File: src/rtl/hazard3_sync_1bit.sv
// rtl/hazard3_sync_1bit.sv - multi-flop synchroniser for a single asynchronous bit
module hazard3_sync_1bit #(
    parameter int N_STAGES = 2
) (
    input  logic clk,
    input  logic rst_n,
    input  logic i,
    output logic o
);

    // First stage may go metastable; later stages give it a full cycle each to settle.
    logic [N_STAGES-1:0] sync_q;

    // Shift the asynchronous input through the chain, cleared by reset.
    always_ff @(posedge clk or negedge rst_n) begin
        if (!rst_n) begin
            sync_q <= '0;
        end else begin
            sync_q <= {sync_q[N_STAGES-2:0], i};
        end
    end

    assign o = sync_q[N_STAGES-1];

endmodule

File: src/rtl/hazard3_cdc_handshake_tx.sv
// rtl/hazard3_cdc_handshake_tx.sv - launching end of a two-phase req/ack clock crossing
module hazard3_cdc_handshake_tx #(
    parameter int W_DATA = 32,
    parameter int N_SYNC = 2
) (
    input  logic              clk,
    input  logic              rst_n,
    input  logic              src_valid,
    output logic              src_ready,
    input  logic [W_DATA-1:0] src_data,
    output logic              cdc_req,
    output logic [W_DATA-1:0] cdc_data,
    input  logic              cdc_ack,
    output logic              busy
);

    logic req_q;
    logic [W_DATA-1:0] data_q;
    logic ack_sync;
    logic idle;
    logic accept;

    // Bring the far-domain acknowledge toggle into the local clock domain.
    hazard3_sync_1bit #(
        .N_STAGES (N_SYNC)
    ) u_ack_sync (
        .clk   (clk),
        .rst_n (rst_n),
        .i     (cdc_ack),
        .o     (ack_sync)
    );

    // Idle when the last request toggle has been answered. Both operands are flops,
    // so src_ready has no combinational path from any input.
    assign idle   = (req_q == ack_sync);
    assign accept = src_valid && idle;

    // Request toggle: one edge per accepted word, driven straight from a flop.
    always_ff @(posedge clk or negedge rst_n) begin
        if (!rst_n) begin
            req_q <= 1'b0;
        end else if (accept) begin
            req_q <= ~req_q;
        end
    end

    // Held word: written only on accept, so it is quasi-static while the far end
    // is synchronising the request and sampling the bus.
    always_ff @(posedge clk or negedge rst_n) begin
        if (!rst_n) begin
            data_q <= '0;
        end else if (accept) begin
            data_q <= src_data;
        end
    end

    assign src_ready = idle;
    assign busy      = ~idle;
    assign cdc_req   = req_q;
    assign cdc_data  = data_q;

endmodule

File: config.mk
export PLATFORM = sky130hd
export DESIGN_NAME = hazard3_cdc_handshake_tx
export DESIGN_NICKNAME = d
export VERILOG_FILES = /design/src/rtl/hazard3_sync_1bit.sv /design/src/rtl/hazard3_cdc_handshake_tx.sv
export SDC_FILE = /design/constraint.sdc
export NUM_CORES = 1
export LEC_CHECK = 0
export CORE_MARGIN = 2
export CORE_UTILIZATION = 42
export DETAILED_ROUTE_END_ITERATION = 16
export PLACE_DENSITY = 0.83
export REMOVE_ABC_BUFFERS = 1
export SYNTH_ARGS = -nofsm -noshare
export SYNTH_HDL_FRONTEND = slang
export SYNTH_SLANG_ARGS = --single-unit
export TNS_END_PERCENT = 5
File: constraint.sdc
create_clock -name clk -period 2.85 [get_ports clk]
set_clock_uncertainty 0.2 [all_clocks]
set_input_delay 0.7125 -clock clk [delete_from_list [all_inputs] [get_ports clk]]
set_output_delay 0.7125 -clock clk [all_outputs]
set_load 0.005 [all_outputs]
# Yosys cells after proc, flatten, opt, wreduce, memory -nomap -nowiden
# Index checks and enable logic that the tools add are counted.
# totals
regBits,35
input_bits,36
output_inout_bits,35
wordCells,7
# op_classes
eq_ne,1
bitwise_logic,2
reduce_logical,1
# op_table
operator,n
$not 1->1,2
$eq 1x1->1,1
$logic_and 1x1->1,1

# Depth between registers and ports, before layout
# logic_depth
depth_word,2
ltp_mapped,4
ltp_nobuf,3

# By module
# A second synthesis with hierarchy kept.
# unflattened
hier_cells,75
hier_area_um2,1422.6
# by_module_without_submodules
module,n_inst,cells_each,area_each_um2,seq_area_each_um2
hazard3_cdc_handshake_tx,1,73,1372.6,825.8
hazard3_sync_1bit,1,2,50.0,50.0

# Worst setup path before layout
# OpenSTA, ideal clock, no wires.
# synth_path
kind,register -> output
startpoint,reg req_q (netlist: cdc_req)
endpoint,out busy
t_arrival_ns,0.708
required_time_ns,1.938
slack_ns,1.230
stages_incl_launch_ff,3
path_buffers,0
path_cell_list,dfrtp_1 -> xnor2_2 -> inv_1
# synth_via
elab_chain_len,2
# synth_lines
item,line_no,source
from (decl),hazard3_cdc_handshake_tx.sv:17,logic req_q;
from (signal assigned),hazard3_cdc_handshake_tx.sv:43,req_q <= ~req_q;
$eq 1x1->1,hazard3_cdc_handshake_tx.sv:35,assign idle = (req_q == ack_sync);
named net src_ready,hazard3_cdc_handshake_tx.sv:9,"output logic src_ready,"
$not 1->1,hazard3_cdc_handshake_tx.sv:58,assign busy = ~idle;
to (decl),hazard3_cdc_handshake_tx.sv:14,output logic busy
# The timed path passes the listed nets, and every way through them passes these cells.

# Worst setup path in the final report
# layout_path
startpoint,reg req_q (netlist: cdc_req)
endpoint,out src_ready
# layout_via
elab_chain_len,1
# layout_lines
item,line_no
$eq 1x1->1,hazard3_cdc_handshake_tx.sv:35
to (decl),hazard3_cdc_handshake_tx.sv:9
# No other way between the ends.

==> metrics list <==
- Run status: finished, final reports clean
- Total area of sequential cells: 876 um2
- Once layout is complete, the utilization of the core stands at 69.3%.
- Setup repair after global routing left no endpoint under its margin.
- In this run the tightest slew margin relative to its limit is between 70% and 80%.
- The number of global-route vias before repair is 954.
- Final-layout fill cell count: 235
- Synthesis handed over a netlist of 75 instances.
- The number of clock buffers added by TritonCTS is 5.
- The floorplan step defined a die boundary enclosing slightly below 4000 um2.
- Resized Gates After CTS: 0
- The number of antenna diodes in the final layout is 0.
* Largest net degree at the start of global routing: 36
- Leading post-synthesis cells by cell area: sky130_fd_sc_hd__dfrtp_1, sky130_fd_sc_hd__mux2_4, sky130_fd_sc_hd__buf_6
- Achievable frequency: ~410 MHz
- The first global-routing pass estimated ~4.5 mm of wire.
- The clock passes through at most 2 buffers.
- Overflow left after global routing: 0
- The initial utilization of the core area, before any placement, comes to 43.2%.
- The worst-case IR drop observed on VDD is around 0.35 mV.
* Kind of critical path: reg -> out
- Wire length reported by the detailed router: 3.24 mm
- Buffers placed on the I/O ports in this run total 70.
* Worst Path Arrival: 1.53 ns
- Endpoint class of the critical path: output port
* Number of remaining DRC errors: 0
- For this run, the number of Yosys warnings is 0.
- The area growth from synthesis to layout is 60.5%.
* Leading cell type in the layout, fill and taps excluded: sky130_fd_sc_hd__clkdlybuf4s50_1
- The final critical path takes up 85.8% of the cycle.
- In this run the horizontal extent of the chip is about 62 um.
- After synthesis the netlist holds a flip-flop and latch count of 35.
* Worst Hold Path EP: u_ack_sync.sync_q[1]$_DFF_PN0_
- Number of distinct standard cells referenced by the synthesized netlist: 9
- Required @ worst endpoint: 1.94 ns
- The count of nets left with antenna violations once routing finished came out at 0.
* Total setup violations reported at the end of the flow: 0
* Clock Tree Root: sky130_fd_sc_hd__clkbuf_4
- In this run the number of H-tree levels came out at 2.
- The clock net in this run drives a total of 35 sinks.
* Drt first-iter violations: 24
- Counting cells, the worst reg-to-reg path comes to 4.
* Cell depth of the worst min-delay path: 0
* CTS tree: done
- Summed over all instances, the cell type with the most area after synthesis is sky130_fd_sc_hd__dfrtp_1.
- Final-layout setup total negative slack: 0 ns
- After detailed routing, the number of vias per cell comes to 4.59.
- Summing all multi-input logic gate instances after layout gives between 500 and 600 um2.
- The startpoint identified for the worst hold timing path is u_ack_sync.sync_q[0]$_DFF_PN0_.
- Leaving out filler cells and counting taps, the final layout contains about 200.
- Share of synthesized area occupied by flip-flops and latches: 61.8%
- MaxCap Viol Count: 0
- Power spread over the standard cell area amounts to approximately 720 nW/um2.
* Overall Power: ~1600 uW
- The pre-antenna-repair detailed-routing pass consisted of 4 iterations.
- Crit Reg-Reg Endpoint: cdc_data[28]$_DFFE_PN0P_
* Min Tclk post-route: about 2.4 ns
* Placed wire-length estimate: roughly 2.2 mm
- Final #Nets: between 150 and 200
* Number of antenna violations at the first check in global routing: 0
- The final max-slew violation count was 0.
* Standby leakage power: 0.00104 uW
- Detail-routed net length per standard cell: 16.4 um
* # Post-CTS Setup Buffers: 0
* Area share of the largest cell type after synthesis: 61.8%
- Flop-to-flop setup slack: between 1 and 1.5 ns
* Slew @ Worst Pin: approximately 0.44 ns
- Count of final hold-check violations: 0
* Vias after detailed routing: ~910
* Placer congestion estimate: between 0.6 and 0.7
* Clock network latency to the later pin of the worst-skew pair: ~0.35 ns
- In the layout the commonest cells are sky130_fd_sc_hd__clkdlybuf4s50_1, sky130_fd_sc_hd__dfrtp_1, sky130_fd_sc_hd__mux2_4, sky130_fd_sc_hd__clkbuf_4.
- 71 I/O pins were placed.
- The core region is 3280 um2.
- Cell Area, Synth: around 1400 um2
- Average footprint of a synthesized cell: between 15 and 20 um2
- Kind of path behind the tightest hold check: reg -> reg
- Total routing resource utilization after global routing: about 17%
- Cell count after placement: 190
- The floorplan has 21 rows.
- RR Startpoint: cdc_req$_DFFE_PN0P_
- Fraction of layout instances using a drive strength above 1: 28.9%
* Element type at the critical path start: register
- Along the worst path, the maximum fanout reaches 3.
- After clock tree synthesis, the flow added hold-fix buffers numbering 0.
* Die Y-Extent: roughly 62 um
- Clock-pin transition on the worst setup and hold timing paths: 0.11 ns
power breakdown:
| part | leakage (uW) | switching [uW] | internal, uW |
|---|---|---|---|
| clock | 0.0000514 | 176 | 273 |
| combinational | 0.000584 | 132 | 378 |
| sequential | 0.000409 | 64.5 | 604 |
cells by family after synthesis:
| logic type | synth area share (%) |
|---|---|
| AND/OR/NAND/NOR | 0.706 |
| buffers and inverters | 2.65 |
| AO/OA/AOI/OAI | 0.353 |
| multiplexers | 33.4 |
| XOR/XNOR | 1.15 |
| flip-flops | 61.8 |
synth_stat cells:
cell type                 count
sky130_fd_sc_hd__nor2_1       1
sky130_fd_sc_hd__inv_1        1
sky130_fd_sc_hd__a21oi_1      1
sky130_fd_sc_hd__nand2_2      1
sky130_fd_sc_hd__dfrtp_1     35
sky130_fd_sc_hd__mux2_4      30
sky130_fd_sc_hd__mux2_2       2
sky130_fd_sc_hd__xnor2_2      1
sky130_fd_sc_hd__buf_6        3
critical path, stage by stage (launching register included):
cell                              delay [ns]
sky130_fd_sc_hd__dfrtp_1                0.43
sky130_fd_sc_hd__xnor2_2                0.22
sky130_fd_sc_hd__clkdlybuf4s50_1        0.53
area by class of cell:
class / instances / area share (%)
multi-input combinational: 36 / 22.2
sequential: 35 / 38.5
inverter: 1 / 0.165
timing repair buffer: 72 / 32.0
clock buffer: 5 / 1.65
tap: 46 / 2.53
clock inverter: 3 / 2.97
sequential cells by signal, indices dropped and copies added, names as in the netlist:
register and count:
cdc_data 32, u_ack_sync.sync_q 2, cdc_req 1
routing by layer:
layer,vias to the layer above,global-route usage [%],wire length [um]
met5,-,0,0
met1,446,20.6,1340
met3,6,7.04,298
li1,408,-,-
met4,0,7.60,52
met2,49,26.8,1550
metrics by stage:
step                      cell area [um2]  hold slack (ns)  setup WS [ns]
after floorplan                      1380            0.131          0.810
after global placement               2170            0.134          0.655
after detailed placement             2170            0.153          0.622
after CTS                            2270            0.179          0.384
after global routing                 2270            0.180          0.301
final                                2270            0.174          0.405
worst max-delay path by stage:
stage	startpoint	cells after the start	endpoint
2_1_floorplan	src_valid	2	cdc_data[28]$_DFFE_PN0P_
3_3_place_gp	src_valid	4	cdc_data[28]$_DFFE_PN0P_
3_5_place_dp	src_valid	4	cdc_data[28]$_DFFE_PN0P_
4_1_cts	cdc_req$_DFFE_PN0P_	2	src_ready
5_1_grt	cdc_req$_DFFE_PN0P_	2	src_ready
6_report	cdc_req$_DFFE_PN0P_	2	src_ready
Power figures use the tool's default switching activity.
